## src/rtl/encoder16_4_sync.sv

```systemverilog
// Registered 16-to-4 priority encoder for active-low request lines: two-flop
// synchroniser, debounce, lowest-index priority and a valid/ack handshake.
module encoder16_4_sync #(
   parameter int unsigned DEB_CYCLES = 4
) (
   input  logic        CLOCK_50,
   input  logic        reset,
   input  logic [16:1] n_req,
   input  logic        ack,
   output logic [3:0]  code,
   output logic        valid,
   output logic        multi
);

   localparam int unsigned CW = $clog2(DEB_CYCLES + 1);
   localparam logic [CW-1:0] CNT_LAST = CW'(DEB_CYCLES - 1);

   typedef enum logic [1:0] {IDLE, DEBOUNCE, REPORT, RELEASE} state_t;

   state_t        state;
   logic [16:1]   sync1;
   logic [16:1]   sync2;
   logic [16:1]   snap;
   logic [CW-1:0] cnt;
   logic [3:0]    prio_code;
   logic [4:0]    zeros;

   // Scan from line 16 down so the lowest active index is written last and wins.
   always_comb begin
      prio_code = '0;
      zeros     = '0;
      for (int unsigned k = 0; k < 16; k++) begin
         if (!snap[16-k]) begin
            prio_code = 4'(15 - k);
            zeros     = zeros + 5'd1;
         end
      end
   end

   always_ff @(posedge CLOCK_50) begin
      if (reset) begin
         sync1 <= '1;
         sync2 <= '1;
         snap  <= '1;
         cnt   <= '0;
         code  <= '0;
         valid <= 1'b0;
         multi <= 1'b0;
         state <= IDLE;
      end else begin
         sync1 <= n_req;
         sync2 <= sync1;
         case (state)
            IDLE: begin
               if (sync2 != '1) begin
                  snap  <= sync2;
                  cnt   <= '0;
                  state <= DEBOUNCE;
               end
            end
            DEBOUNCE: begin
               if (sync2 != snap) begin
                  if (sync2 == '1) begin
                     state <= IDLE;
                  end else begin
                     snap <= sync2;
                     cnt  <= '0;
                  end
               end else if (cnt == CNT_LAST) begin
                  code  <= prio_code;
                  multi <= (zeros > 5'd1);
                  valid <= 1'b1;
                  state <= REPORT;
               end else begin
                  cnt <= cnt + 1'b1;
               end
            end
            REPORT: begin
               if (ack) begin
                  valid <= 1'b0;
                  cnt   <= '0;
                  state <= RELEASE;
               end
            end
            RELEASE: begin
               // Any active line restarts the release count; no report from here.
               if (sync2 == '1) begin
                  if (cnt == CNT_LAST) begin
                     state <= IDLE;
                  end else begin
                     cnt <= cnt + 1'b1;
                  end
               end else begin
                  cnt <= '0;
               end
            end
            default: state <= IDLE;
         endcase
      end
   end

endmodule

```

## config.mk

```make
export PLATFORM = sky130hd
export DESIGN_NAME = encoder16_4_sync
export DESIGN_NICKNAME = d
export VERILOG_FILES = /design/src/rtl/encoder16_4_sync.sv
export SDC_FILE = /design/constraint.sdc
export NUM_CORES = 1
export LEC_CHECK = 0
export ABC_AREA = 1
export BUFFER_PORTS_ARGS = -buffer_cell sky130_fd_sc_hd__buf_4
export CELL_PAD_IN_SITES_DETAIL_PLACEMENT = 0
export CELL_PAD_IN_SITES_GLOBAL_PLACEMENT = 1
export CORE_MARGIN = 2
export CORE_UTILIZATION = 25
export DETAILED_ROUTE_END_ITERATION = 12
export PLACE_DENSITY = 0.55
export SYNTH_ARGS = -nofsm -noshare
export SYNTH_HDL_FRONTEND = slang
export SYNTH_SLANG_ARGS = --single-unit
```

## constraint.sdc

```tcl
create_clock -name CLOCK_50 -period 8.06 [get_ports CLOCK_50]
set_clock_uncertainty 0.05 [all_clocks]
set_input_delay 0.403 -clock CLOCK_50 [delete_from_list [all_inputs] [get_ports CLOCK_50]]
set_output_delay 0.403 -clock CLOCK_50 [all_outputs]
set_load 0.1 [all_outputs]
```

==> reports/metrics.json, run 1 <==
{
  "status": "complete, no violations",
  "preCtsSetupSlack_ns": -0.0587,
  "cp_data_arrival_time_ns": 7.67,
  "clk_path_buf_depth": 2,
  "synth.ff_latch_count": 59,
  "top_level_ports": 25,
  "cp_data_required_time_ns": 8.23,
  "area.growth.synth_to_final_pct": 16.3,
  "num_vias": 4011,
  "finalSetupViolations": 0,
  "initial_utilization_pct": 25.5,
  "pwr-share-clk_pct": 23.0,
  "drive_gt1_share_pct": 23.2,
  "power_frac_seq_pct": 24.8,
  "placement.io_buffers": 24,
  "core_region_area_sq_um": 17200,
  "number_of_global_route_vias_before_repair": 3694,
  "route.final.wire_length_um": 9830,
  "drtPass1Iterations": 4,
  "timing.fmax_mhz": 133,
  "worst_pin_slew_ns": 1.20,
  "worstSetupPathType": "flip-flop to flip-flop",
  "timing_max_transition_violations_final": 0,
  "avgRoutedWirePerCell_um": 10.5,
  "cts_buffers": 9,
  "cts_root_buffer": "clkbuf_16",
  "cts.clk_slew.worst_paths_ns": 0.05,
  "post-dp-hpwl_um": 7910,
  "drtAntennaViolNets": 0,
  "power.density_cell_area_nw_per_um2": 285,
  "num-nets-final": 741,
  "antenna_cells_inserted": 0,
  "mappedNetlistNets": 723,
  "synthArstFlopShare_pct": 0,
  "gp_congestion": 0.767,
  "worst_path_largest_cell_delay_ns": 0.34,
  "synth.cell_area_sq_um": 4390,
  "hold_ws_ns": 0.213,
  "die-area_sq_um": 18600,
  "antenna_found_initial": 0,
  "synthFlopType": "dfxtp_1",
  "clk-insertion-delay-late_ns": 0.32,
  "maxCapViolations": 0,
  "synth.avg_cell_area_sq_um": 6.40,
  "maxSlewHeadroom_pct": 19.8,
  "peakVddDrop_v": 0.000122,
  "hold_fix_buffers_at_cts": 0,
  "floorplan.rows": 48,
  "syn_inst": 685,
  "finalHoldViolations": 0,
  "period_share_pct": 93.1,
  "synth-seq-area-share_pct": 26.9,
  "pwr-share-comb_pct": 52.2,
  "clock_tree.htree_level_count": 3,
  "timing.critical_path.slowest_stage_cell": "dfxtp_1",
  "final.fill_count": 1914,
  "drcViolationCount": 0,
  "worstSetupEndpointType": "flip-flop",
  "synth_enable_flop_cells": 0,
  "yosysUniqueCellTypes": 40,
  "synthesis.yosys.warnings": 0,
  "cts_tree": "built",
  "die-width_um": 136,
  "grt_first_pass_wirelength_um": 17000,
  "final.setup.tns_ns": 0,
  "largest_net_degree_at_the_start_of_global_routing": 40,
  "switching_share_pct": 44.1,
  "groute.usage.overall_pct": 11.2,
  "timing.critical_path.max_delay_family": "simple AND/OR/NAND/NOR gates",
  "timing.critical_path.fanout_max": 4,
  "start_kind": "flip-flop",
  "switchingPower_uw": 642,
  "critPathBufInv": 6,
  "overall_die_height_um": 136,
  "timing.critical_path.mode_cell": "ha_1",
  "power.static_leakage_uw": 0.00261,
  "detail_route.vias_per_cell": 4.30,
  "timing.hold.worst.class": "primary input to flip-flop",
  "p_int_uw": 814,
  "cts.sinks": 59,
  "finalCriticalPeriod_ns": 7.50,
  "globalRouteOverflowTotal": 0,
  "postLayoutCoreUtil_pct": 29.6,
  "layout_setup_ws_ns": 0.556,
  "detail_route.iter0.violations": 234
}
[sequential cells by signal (all words and copies together) (netlist names), named ones only]
name / count
multi: 1
state: 1
sync1: 16
sync2: 16
code: 4
snap: 16
valid: 1
cnt: 3
[metrics by stage]
| stage | cells | area, sq um | power [uW] |
|---|---|---|---|
| CTS | 931 | 5040 | 1440 |
| floorplan | 685 | 4390 | 947 |
| global route | 932 | 5100 | 1610 |
| detailed placement | 916 | 4770 | 1090 |
| finish | 932 | 5100 | 1460 |
| global placement | 916 | 4770 | 1090 |
[power groups by stage]
stage,Combinational (uW),Clock [uW],Sequential [uW]
floorplan,614,0,333
global placement,723,0,365
detailed placement,726,0,365
CTS,734,346,359
global route,887,357,368
finish,759,334,361
[path summary, 6_finish.rpt]
kind	cells past startpoint	startpoint	end	slack, ns
worst min-delay path	2	n_req[2]	sync1[2]	0.21
worst max-delay path	46	snap[15]	multi	0.56
worst min register to register	1	sync1[12]	sync2[12]	0.35
worst max register to register	46	snap[15]	multi	0.56
[placed cells by master (no fill, tap or decap), types with 3 or more instances in the layout]
master / synthesis / final
a31oi_1: 3 / 3
nor2_2: 5 / 5
buf_4: 0 / 28
dfxtp_1: 59 / 58
o211ai_1: 16 / 16
nand4_1: 13 / 13
nor2_1: 47 / 47
o21ai_1: 7 / 6
clkinv_2: 0 / 3
inv_1: 101 / 99
or2_2: 41 / 41
nand3_2: 14 / 14
ha_1: 19 / 18
nand3b_1: 3 / 3
clkbuf_16: 0 / 9
o21ai_2: 1 / 3
a21oi_1: 13 / 12
nand2_1: 184 / 180
nand3_1: 48 / 48
inv_2: 5 / 6
nand2_2: 35 / 38
nor4_1: 9 / 9
o21ai_0: 14 / 13
nand2_4: 5 / 6
[Yosys cell counts (2+ instances only)]
| cell | count | area share (%) |
|---|---|---|
| a31oi_1 | 3 | 0.43 |
| nand2_4 | 5 | 1.3 |
| nand3_2 | 14 | 3.2 |
| nor2_2 | 5 | 0.71 |
| buf_2 | 9 | 1.0 |
| a211oi_1 | 2 | 0.34 |
| ha_1 | 19 | 5.4 |
| inv_1 | 101 | 8.6 |
| inv_2 | 5 | 0.43 |
| a21oi_1 | 13 | 1.5 |
| nand4_1 | 13 | 1.9 |
| nor4_1 | 9 | 1.3 |
| o211ai_1 | 16 | 2.7 |
| nor2_1 | 47 | 4.0 |
| nand2_1 | 184 | 16 |
| o21ai_0 | 14 | 1.6 |
| a311oi_1 | 2 | 0.40 |
| buf_6 | 2 | 0.51 |
| nand3b_1 | 3 | 0.51 |
| dfxtp_1 | 59 | 27 |
| clkbuf_1 | 9 | 0.77 |
| o21ai_1 | 7 | 0.80 |
| nand2_2 | 35 | 5.0 |
| nand3_1 | 48 | 5.5 |
| o31ai_1 | 5 | 0.86 |
| xnor2_1 | 2 | 0.40 |
| or2_2 | 41 | 5.8 |
[metal layers]
layer	vias to the layer above	routed length, um	global-route usage [%]
met5	-	0	0
met4	0	114	3.65
met3	10	262	1.75
met2	58	4440	18.3
met1	1731	5000	14.9
li1	2212	-	-
[cell families after synthesis]
family / after synthesis / share of synthesized area (%)
compound gates: 66 / 9.36
buf+inv: 129 / 11.7
flops: 59 / 26.9
xor+xnor: 3 / 0.599
simple gates: 409 / 46.0
fa+ha+maj: 19 / 5.42
[final cells by class]
cell class	count	area (sq um)	area share, %
clock buffers	12	246	4.83
inverters	108	410	8.04
clock inverters	3	15.0	0.294
flip-flops and latches	59	1180	23.2
well taps	225	282	5.52
multi-input cells	497	2750	54.0
repair buffers	28	210	4.12
[timing repair]
| action | CTS | global route |
|---|---|---|
| setup buffers | 0 | 1 |
| pin swaps | 0 | 5 |
| setup endpoints to repair | 1 | 1 |
| resized for setup | 2 | 16 |
Note: power is estimated with default switching activity, not from simulation.
==> run 2, diff against run 1 <==
--- a/config.mk
+++ b/config.mk
@@ -6,13 +6,13 @@
 export NUM_CORES = 1
 export LEC_CHECK = 0
 export ABC_AREA = 1
-export BUFFER_PORTS_ARGS = -buffer_cell sky130_fd_sc_hd__buf_4
 export CELL_PAD_IN_SITES_DETAIL_PLACEMENT = 0
 export CELL_PAD_IN_SITES_GLOBAL_PLACEMENT = 1
 export CORE_MARGIN = 2
 export CORE_UTILIZATION = 25
 export DETAILED_ROUTE_END_ITERATION = 12
-export PLACE_DENSITY = 0.55
+export DONT_BUFFER_PORTS = 1
+export PLACE_DENSITY = 0.53
 export SYNTH_ARGS = -nofsm -noshare
 export SYNTH_HDL_FRONTEND = slang
 export SYNTH_SLANG_ARGS = --single-unit
==> run 2 against run 1 <==
  * Sequential share of layout area rose by 0.44 points
  * Global-route usage up 0.17 points
  * Cell count down 2.4%
  * Combinational power decreased by 0.7%
  * Critical path depth stayed put
  * Via count fell by 2.5%
  * Cell area fell by 1.9%
  * Highest routed layer unchanged
==> reports/metrics.json, run 2 (same netlist as run 1, synthesis figures left out) <==
{
  "switching_share": {"value": 41.7, "unit": "%", "change": "was 44.1%"},
  "hold_fix_buffers_at_cts": {"value": 0, "change": "unchanged"},
  "detail_route.vias_per_cell": {"value": 4.30, "change": "about the same"},
  "finished_layout_cell_area": {"value": 5010, "unit": "sq um", "change": "was 5100 sq um"},
  "drcViolationCount": {"value": 0, "change": "unchanged"},
  "switchingPower": {"value": 647, "unit": "uW", "change": "was 642 uW"},
  "timing.hold.worst.start": {"value": "reset", "change": "was n_req[2]"},
  "period_share": {"value": 93.3, "unit": "%", "change": "was 93.1%"},
  "finalSetupViolations": {"value": 0, "change": "unchanged"},
  "num_vias": {"value": 3910, "change": "was 4011"},
  "layout_setup_ws": {"value": 0.541, "unit": "ns", "change": "was 0.556 ns"},
  "area.growth.synth_to_final": {"value": 14.1, "unit": "%", "change": "was 16.3%"},
  "groute.usage.overall": {"value": 11.4, "unit": "%", "change": "was 11.2%"},
  "timing.fmax": {"value": 133, "unit": "MHz", "change": "about the same"},
  "cts_tree": {"value": "built", "change": "unchanged"},
  "regToRegEndpoint": {"value": "multi", "change": "unchanged"},
  "antenna_cells_inserted": {"value": 0, "change": "unchanged"},
  "finalHoldViolations": {"value": 0, "change": "unchanged"},
  "dpl-instance-area": {"value": 4590, "unit": "sq um", "change": "was 4770 sq um"},
  "clk_path_buf_depth": {"value": 2, "change": "unchanged"},
  "die-width": {"value": 136, "unit": "um", "change": "unchanged"},
  "detail_route.iter0.violations": {"value": 194, "change": "was 234"},
  "final-instance-count-excl-fill": {"value": 910, "change": "was 932"},
  "die-area": {"value": 18600, "unit": "sq um", "change": "unchanged"},
  "top_level_ports": {"value": 25, "change": "unchanged"},
  "dp_cells": {"value": 892, "change": "was 916"},
  "pwr-share-comb": {"value": 48.6, "unit": "%", "change": "was 52.2%"},
  "maxCapViolations": {"value": 0, "change": "unchanged"},
  "worstSetupPathType": {"value": "flip-flop to flip-flop", "change": "unchanged"},
  "power.density_cell_area": {"value": 310, "unit": "nW/um^2", "change": "was 285 nW/um^2"},
  "cp_data_arrival_time": {"value": 7.68, "unit": "ns", "change": "was 7.67 ns"},
  "cts.clk_slew.worst_paths": {"value": 0.05, "unit": "ns", "change": "about the same"},
  "worst-r2r-cell-count": {"value": 46, "change": "unchanged"},
  "antenna_found_initial": {"value": 0, "change": "unchanged"},
  "placement.io_buffers": {"value": 0, "change": "was 24"},
  "timing.critical_path.slowest_stage_cell": {"value": "dfxtp_1", "change": "unchanged"},
  "hold_depth": {"value": 1, "change": "was 2"},
  "r2r_slack": {"value": 0.54, "unit": "ns", "change": "was 0.56 ns"},
  "preCtsSetupSlack": {"value": -0.0975, "unit": "ns", "change": "was -0.0587 ns"},
  "pwr-share-clk": {"value": 28.2, "unit": "%", "change": "was 23.0%"},
  "clk-insertion-delay-late": {"value": 0.33, "unit": "ns", "change": "was 0.32 ns"},
  "commonest_cells_after_routing_fill_and_taps_aside": {"value": "nand2_1 (181), inv_1 (99), dfxtp_1 (58)", "change": "was nand2_1 (180), inv_1 (99), dfxtp_1 (58)"},
  "number_of_global_route_vias_before_repair": {"value": 3615, "change": "was 3694"},
  "status": {"value": "complete, no violations", "change": "unchanged"},
  "maxSlewHeadroom": {"value": 18.1, "unit": "%", "change": "was 19.8%"},
  "clock_tree.htree_level_count": {"value": 3, "change": "unchanged"},
  "cts_root_buffer": {"value": "clkbuf_16", "change": "unchanged"},
  "route.final.wire_length": {"value": 9870, "unit": "um", "change": "was 9830 um"},
  "peakVddDrop": {"value": 0.000153, "unit": "V", "change": "was 0.000122 V"},
  "gp_congestion": {"value": 0.747, "change": "was 0.767"},
  "largest_net_degree_at_the_start_of_global_routing": {"value": 40, "change": "unchanged"},
  "cp_data_required_time": {"value": 8.22, "unit": "ns", "change": "was 8.23 ns"},
  "post-dp-hpwl": {"value": 8010, "unit": "um", "change": "was 7910 um"},
  "drive_gt1_share": {"value": 20.6, "unit": "%", "change": "was 23.2%"},
  "worst_pin_slew": {"value": 1.23, "unit": "ns", "change": "was 1.20 ns"},
  "layout_commonest_cell": {"value": "nand2_1", "change": "unchanged"},
  "floorplan.rows": {"value": 48, "change": "unchanged"},
  "timing_max_transition_violations_final": {"value": 0, "change": "unchanged"},
  "initial_utilization": {"value": 25.5, "unit": "%", "change": "unchanged"},
  "worstSetupEndpointType": {"value": "flip-flop", "change": "unchanged"},
  "grt_first_pass_wirelength": {"value": 17100, "unit": "um", "change": "was 17000 um"},
  "p_int": {"value": 906, "unit": "uW", "change": "was 814 uW"},
  "power_frac_seq": {"value": 23.2, "unit": "%", "change": "was 24.8%"},
  "avgRoutedWirePerCell": {"value": 10.8, "unit": "um", "change": "was 10.5 um"},
  "cts_buffers": {"value": 9, "change": "unchanged"},
  "core_region_area": {"value": 17200, "unit": "sq um", "change": "unchanged"},
  "holdPathEnd": {"value": "code[1]", "change": "was sync1[2]"},
  "num-nets-final": {"value": 718, "change": "was 741"},
  "drtAntennaViolNets": {"value": 0, "change": "unchanged"},
  "critPathBufInv": {"value": 6, "change": "unchanged"},
  "globalRouteOverflowTotal": {"value": 0, "change": "unchanged"},
  "cts.sinks": {"value": 59, "change": "unchanged"},
  "finalCriticalPeriod": {"value": 7.52, "unit": "ns", "change": "was 7.50 ns"},
  "power.static_leakage": {"value": 0.00253, "unit": "uW", "change": "was 0.00261 uW"},
  "timing.hold.worst.class": {"value": "primary input to flip-flop", "change": "unchanged"},
  "overall_die_height": {"value": 136, "unit": "um", "change": "unchanged"},
  "timing.critical_path.max_delay_family": {"value": "simple AND/OR/NAND/NOR gates", "change": "unchanged"},
  "final.fill_count": {"value": 1913, "change": "was 1914"},
  "postLayoutCoreUtil": {"value": 29.1, "unit": "%", "change": "was 29.6%"},
  "timing.critical_path.fanout_max": {"value": 4, "change": "unchanged"},
  "start_kind": {"value": "flip-flop", "change": "unchanged"},
  "timing.critical_path.mode_cell": {"value": "ha_1", "change": "unchanged"},
  "drtPass1Iterations": {"value": 6, "change": "was 4"},
  "worst_path_largest_cell_delay": {"value": 0.34, "unit": "ns", "change": "about the same"},
  "largest_registers_ranked_by_flip_flop_count": {"value": "snap: 16 flops, sync1: 16 flops, sync2: 16 flops", "change": "unchanged"},
  "rr_startpoint": {"value": "snap[15]", "change": "unchanged"}
}
==> run 2: through the flow <==
stage	power (uW)	setup TNS (ns)	hold WS (ns)
global placement	1080	0	0.345
detailed placement	1090	-0.0975	0.344
finish	1550	0	0.0990
global route	1730	-0.0160	0.0845
floorplan	947	0	0.339
CTS	1540	0	0.0813
==> run 2: how the worst max path moves through the flow <==
stage / from / endpoint / slack (ns) / cells after the start
after floorplan: snap[15] / multi / 0.35 / 45
after global placement: snap[16] / multi / 0.10 / 46
after detailed placement: snap[16] / multi / -0.1 / 46
after CTS: snap[16] / multi / 0.02 / 46
after global routing: snap[15] / multi / -0.02 / 47
final: snap[15] / multi / 0.54 / 46
==> run 2: per-layer routing <==
metal	share of wire (%)	global-route usage, %	routed length [um]	vias up
li1	-	-	-	2164
met1	51	15.3	4990	1691
met2	46	18.4	4520	45
met3	2.3	1.57	231	10
met4	1.3	4.05	131	0
met5	0	0	0	-
==> run 2: layout make-up <==
| cell class | count | area, sq um | area share, % |
|---|---|---|---|
| multi-input cells | 497 | 2750 | 54.9 |
| flip-flops and latches | 59 | 1180 | 23.7 |
| inverters | 108 | 410 | 8.20 |
| well taps | 225 | 282 | 5.62 |
| clock buffers | 11 | 243 | 4.85 |
| clock inverters | 5 | 100 | 2.00 |
| repair buffers | 5 | 37.5 | 0.750 |
==> run 2: power by group through the flow <==
stage                     clock [uW]  combinational, uW  sequential, uW
after global placement             0                716             365
after detailed placement           0                723             365
after floorplan                    0                614             333
after CTS                        447                730             359
final                            438                754             361
after global routing             465                893             368
==> run 2: timing repair <==
action                                  CTS  global route
resized for setup                         2            14
pin swaps                                 0             5
buffers inserted                          0             2
endpoints found under the setup margin    1             1
==> run 3, diff against run 2 <==
--- a/config.mk
+++ b/config.mk
@@ -12,6 +12,7 @@
 export CORE_UTILIZATION = 25
 export DETAILED_ROUTE_END_ITERATION = 12
 export DONT_BUFFER_PORTS = 1
+export MAX_ROUTING_LAYER = met4
 export PLACE_DENSITY = 0.53
 export SYNTH_ARGS = -nofsm -noshare
 export SYNTH_HDL_FRONTEND = slang
==> run 3 against run 2 <==
  * Worst setup slack better by 0.0016 ns
  * Critical path type unchanged
  * Cell area unchanged
  * Cell count unchanged
  * Register-to-register slack about the same
  * Core utilization unchanged
  * Clock-buffer cell count unchanged
  * Largest power group unchanged
==> reports/metrics.json, run 3 (same netlist as run 1, synthesis figures left out) <==
{
  "status": {"value": "complete, no violations", "change": "unchanged"},
  "final.fill_count": {"value": 1913, "change": "unchanged"},
  "antenna_found_initial": {"value": 0, "change": "unchanged"},
  "timing.critical_path.mode_cell": {"value": "ha_1", "change": "unchanged"},
  "area.growth.synth_to_final": {"value": 14.1, "unit": "%", "change": "unchanged"},
  "gp_congestion": {"value": 0.757, "change": "was 0.747"},
  "cp-startpoint": {"value": "snap[15]", "change": "unchanged"},
  "groute.usage.overall": {"value": 11.7, "unit": "%", "change": "was 11.4%"},
  "rr_startpoint": {"value": "snap[15]", "change": "unchanged"},
  "cts_tree": {"value": "built", "change": "unchanged"},
  "pwr-share-clk": {"value": 28.2, "unit": "%", "change": "about the same"},
  "power.density_cell_area": {"value": 310, "unit": "nW/um^2", "change": "about the same"},
  "switching_share": {"value": 41.6, "unit": "%", "change": "was 41.7%"},
  "preCtsSetupSlack": {"value": -0.0975, "unit": "ns", "change": "unchanged"},
  "switchingPower": {"value": 646, "unit": "uW", "change": "was 647 uW"},
  "layout_commonest_cell": {"value": "nand2_1", "change": "unchanged"},
  "clock_tree.htree_level_count": {"value": 3, "change": "unchanged"},
  "die-width": {"value": 136, "unit": "um", "change": "unchanged"},
  "p_int": {"value": 906, "unit": "uW", "change": "about the same"},
  "cp_data_arrival_time": {"value": 7.68, "unit": "ns", "change": "about the same"},
  "initial_utilization": {"value": 25.5, "unit": "%", "change": "unchanged"},
  "placement.io_buffers": {"value": 0, "change": "unchanged"},
  "timing.hold.worst.class": {"value": "primary input to flip-flop", "change": "unchanged"},
  "timing_max_transition_violations_final": {"value": 0, "change": "unchanged"},
  "drcViolationCount": {"value": 0, "change": "unchanged"},
  "finalCriticalPeriod": {"value": 7.52, "unit": "ns", "change": "about the same"},
  "finalHoldViolations": {"value": 0, "change": "unchanged"},
  "start_kind": {"value": "flip-flop", "change": "unchanged"},
  "maxCapViolations": {"value": 0, "change": "unchanged"},
  "floorplan.rows": {"value": 48, "change": "unchanged"},
  "antenna_cells_inserted": {"value": 0, "change": "unchanged"},
  "final.setup.tns": {"value": 0, "unit": "ns", "change": "unchanged"},
  "largest_registers_ranked_by_flip_flop_count": {"value": "snap: 16 flops, sync1: 16 flops, sync2: 16 flops", "change": "unchanged"},
  "peakVddDrop": {"value": 0.000153, "unit": "V", "change": "about the same"},
  "timing.critical_path.slowest_stage_cell": {"value": "dfxtp_1", "change": "unchanged"},
  "detail_route.iter0.violations": {"value": 203, "change": "was 194"},
  "timing.hold.worst.start": {"value": "reset", "change": "unchanged"},
  "cts_root_buffer": {"value": "clkbuf_16", "change": "unchanged"},
  "power_frac_seq": {"value": 23.2, "unit": "%", "change": "about the same"},
  "timing.fmax": {"value": 133, "unit": "MHz", "change": "about the same"},
  "route.final.wire_length": {"value": 9810, "unit": "um", "change": "was 9870 um"},
  "worstSetupEndpointType": {"value": "flip-flop", "change": "unchanged"},
  "num_vias": {"value": 3926, "change": "was 3910"},
  "worstSetupPathType": {"value": "flip-flop to flip-flop", "change": "unchanged"},
  "clk-insertion-delay-late": {"value": 0.33, "unit": "ns", "change": "about the same"},
  "timing.critical_path.fanout_max": {"value": 4, "change": "unchanged"},
  "layout_setup_ws": {"value": 0.543, "unit": "ns", "change": "was 0.541 ns"},
  "drtAntennaViolNets": {"value": 0, "change": "unchanged"},
  "postLayoutCoreUtil": {"value": 29.1, "unit": "%", "change": "unchanged"},
  "maxSlewHeadroom": {"value": 17.6, "unit": "%", "change": "was 18.1%"},
  "globalRoute.busiestLayer": {"value": "met2", "change": "unchanged"},
  "core_region_area": {"value": 17200, "unit": "sq um", "change": "unchanged"},
  "drive_gt1_share": {"value": 20.6, "unit": "%", "change": "unchanged"},
  "cp_data_required_time": {"value": 8.23, "unit": "ns", "change": "was 8.22 ns"},
  "cts.clk_slew.worst_paths": {"value": 0.05, "unit": "ns", "change": "about the same"},
  "commonest_cells_after_routing_fill_and_taps_aside": {"value": "nand2_1 (181), inv_1 (99), dfxtp_1 (58)", "change": "unchanged"},
  "clk_path_buf_depth": {"value": 2, "change": "unchanged"},
  "overall_die_height": {"value": 136, "unit": "um", "change": "unchanged"},
  "top_level_ports": {"value": 25, "change": "unchanged"},
  "die-area": {"value": 18600, "unit": "sq um", "change": "unchanged"},
  "post-dp-hpwl": {"value": 8010, "unit": "um", "change": "unchanged"},
  "detail_route.vias_per_cell": {"value": 4.31, "change": "was 4.30"},
  "worst_pin_slew": {"value": 1.24, "unit": "ns", "change": "was 1.23 ns"},
  "period_share": {"value": 93.3, "unit": "%", "change": "about the same"},
  "final-seq-area": {"value": 1180, "unit": "sq um", "change": "unchanged"},
  "number_of_global_route_vias_before_repair": {"value": 3622, "change": "was 3615"},
  "hold_fix_buffers_at_cts": {"value": 0, "change": "unchanged"},
  "pwr-share-comb": {"value": 48.5, "unit": "%", "change": "was 48.6%"},
  "cts.sinks": {"value": 59, "change": "unchanged"},
  "groute.layer.met2.usage": {"value": 18.4, "unit": "%", "change": "unchanged"},
  "cts_buffers": {"value": 9, "change": "unchanged"},
  "worst_path_largest_cell_delay": {"value": 0.34, "unit": "ns", "change": "about the same"},
  "grt_met3_usage": {"value": 1.12, "unit": "%", "change": "was 1.57%"},
  "largest_net_degree_at_the_start_of_global_routing": {"value": 40, "change": "unchanged"},
  "grt_first_pass_wirelength": {"value": 17100, "unit": "um", "change": "about the same"},
  "multi_input_logic_area": {"value": 2750, "unit": "sq um", "change": "unchanged"},
  "num-nets-final": {"value": 718, "change": "unchanged"},
  "avgRoutedWirePerCell": {"value": 10.8, "unit": "um", "change": "about the same"},
  "drtPass1Iterations": {"value": 6, "change": "unchanged"},
  "globalRouteOverflowTotal": {"value": 0, "change": "unchanged"},
  "finalSetupViolations": {"value": 0, "change": "unchanged"},
  "grt_util_met1": {"value": 15.3, "unit": "%", "change": "about the same"},
  "power.static_leakage": {"value": 0.00253, "unit": "uW", "change": "unchanged"}
}
-- run 3: cell counts in the layout (fill, tap and decap cells not counted) --
No cell type changed its count.
-- run 3: critical path: cells and delay by family, from the launching register on --
kind	cells	cell delay, ns
simple gates	20	2.59
fa+ha+maj	9	2.47
flops	1	0.34
xor+xnor	1	0.12
buf+inv	6	0.40
compound gates	10	1.44
-- run 3: power by group through the flow --
stage | clock, uW | combinational [uW] | sequential [uW]
3_3_place_gp | 0 | 716 | 365
6_report | 438 | 753 | 361
4_1_cts | 447 | 730 | 359
3_5_place_dp | 0 | 723 | 365
2_1_floorplan | 0 | 614 | 333
5_1_grt | 465 | 893 | 368
-- run 3: timing repair --
action / CTS / global route
gates cloned: 0 / 0
setup buffers: 0 / 2
endpoints found under the setup margin: 1 / 1
resized for setup: 2 / 14
pin swaps: 0 / 5
-- run 3: worst paths after layout --
check                           slack, ns  endpoint  depth (start not counted)
worst min register to register       0.35  sync2[9]                          1
worst max register to register       0.54     multi                         46
worst min-delay path                  0.1   code[1]                          1
worst max-delay path                 0.54     multi                         46
-- run 3: metal layers --
layer,up-vias,share of wire [%]
li1,2167,-
met1,1697,50
met2,49,46
met3,13,2.2
met4,0,1.8
met5,-,0
-- run 3: area by class of cell --
cell class              count  share of cell area [%]
clock buffers              11                    4.85
clock inverters             5                    2.00
multi-input cells         497                    54.9
flip-flops and latches     59                    23.7
well taps                 225                    5.62
repair buffers              5                   0.750
inverters                 108                    8.20
-- run 3: per-stage QoR --
stage          cell area, sq um  hold slack [ns]  power [uW]  cells
3_5_place_dp               4590            0.344        1090    892
2_1_floorplan              4390            0.339         947    685
4_1_cts                    4940           0.0813        1540    908
5_1_grt                    5010           0.0870        1730    910
6_report                   5010           0.0977        1550    910
3_3_place_gp               4590            0.345        1080    892
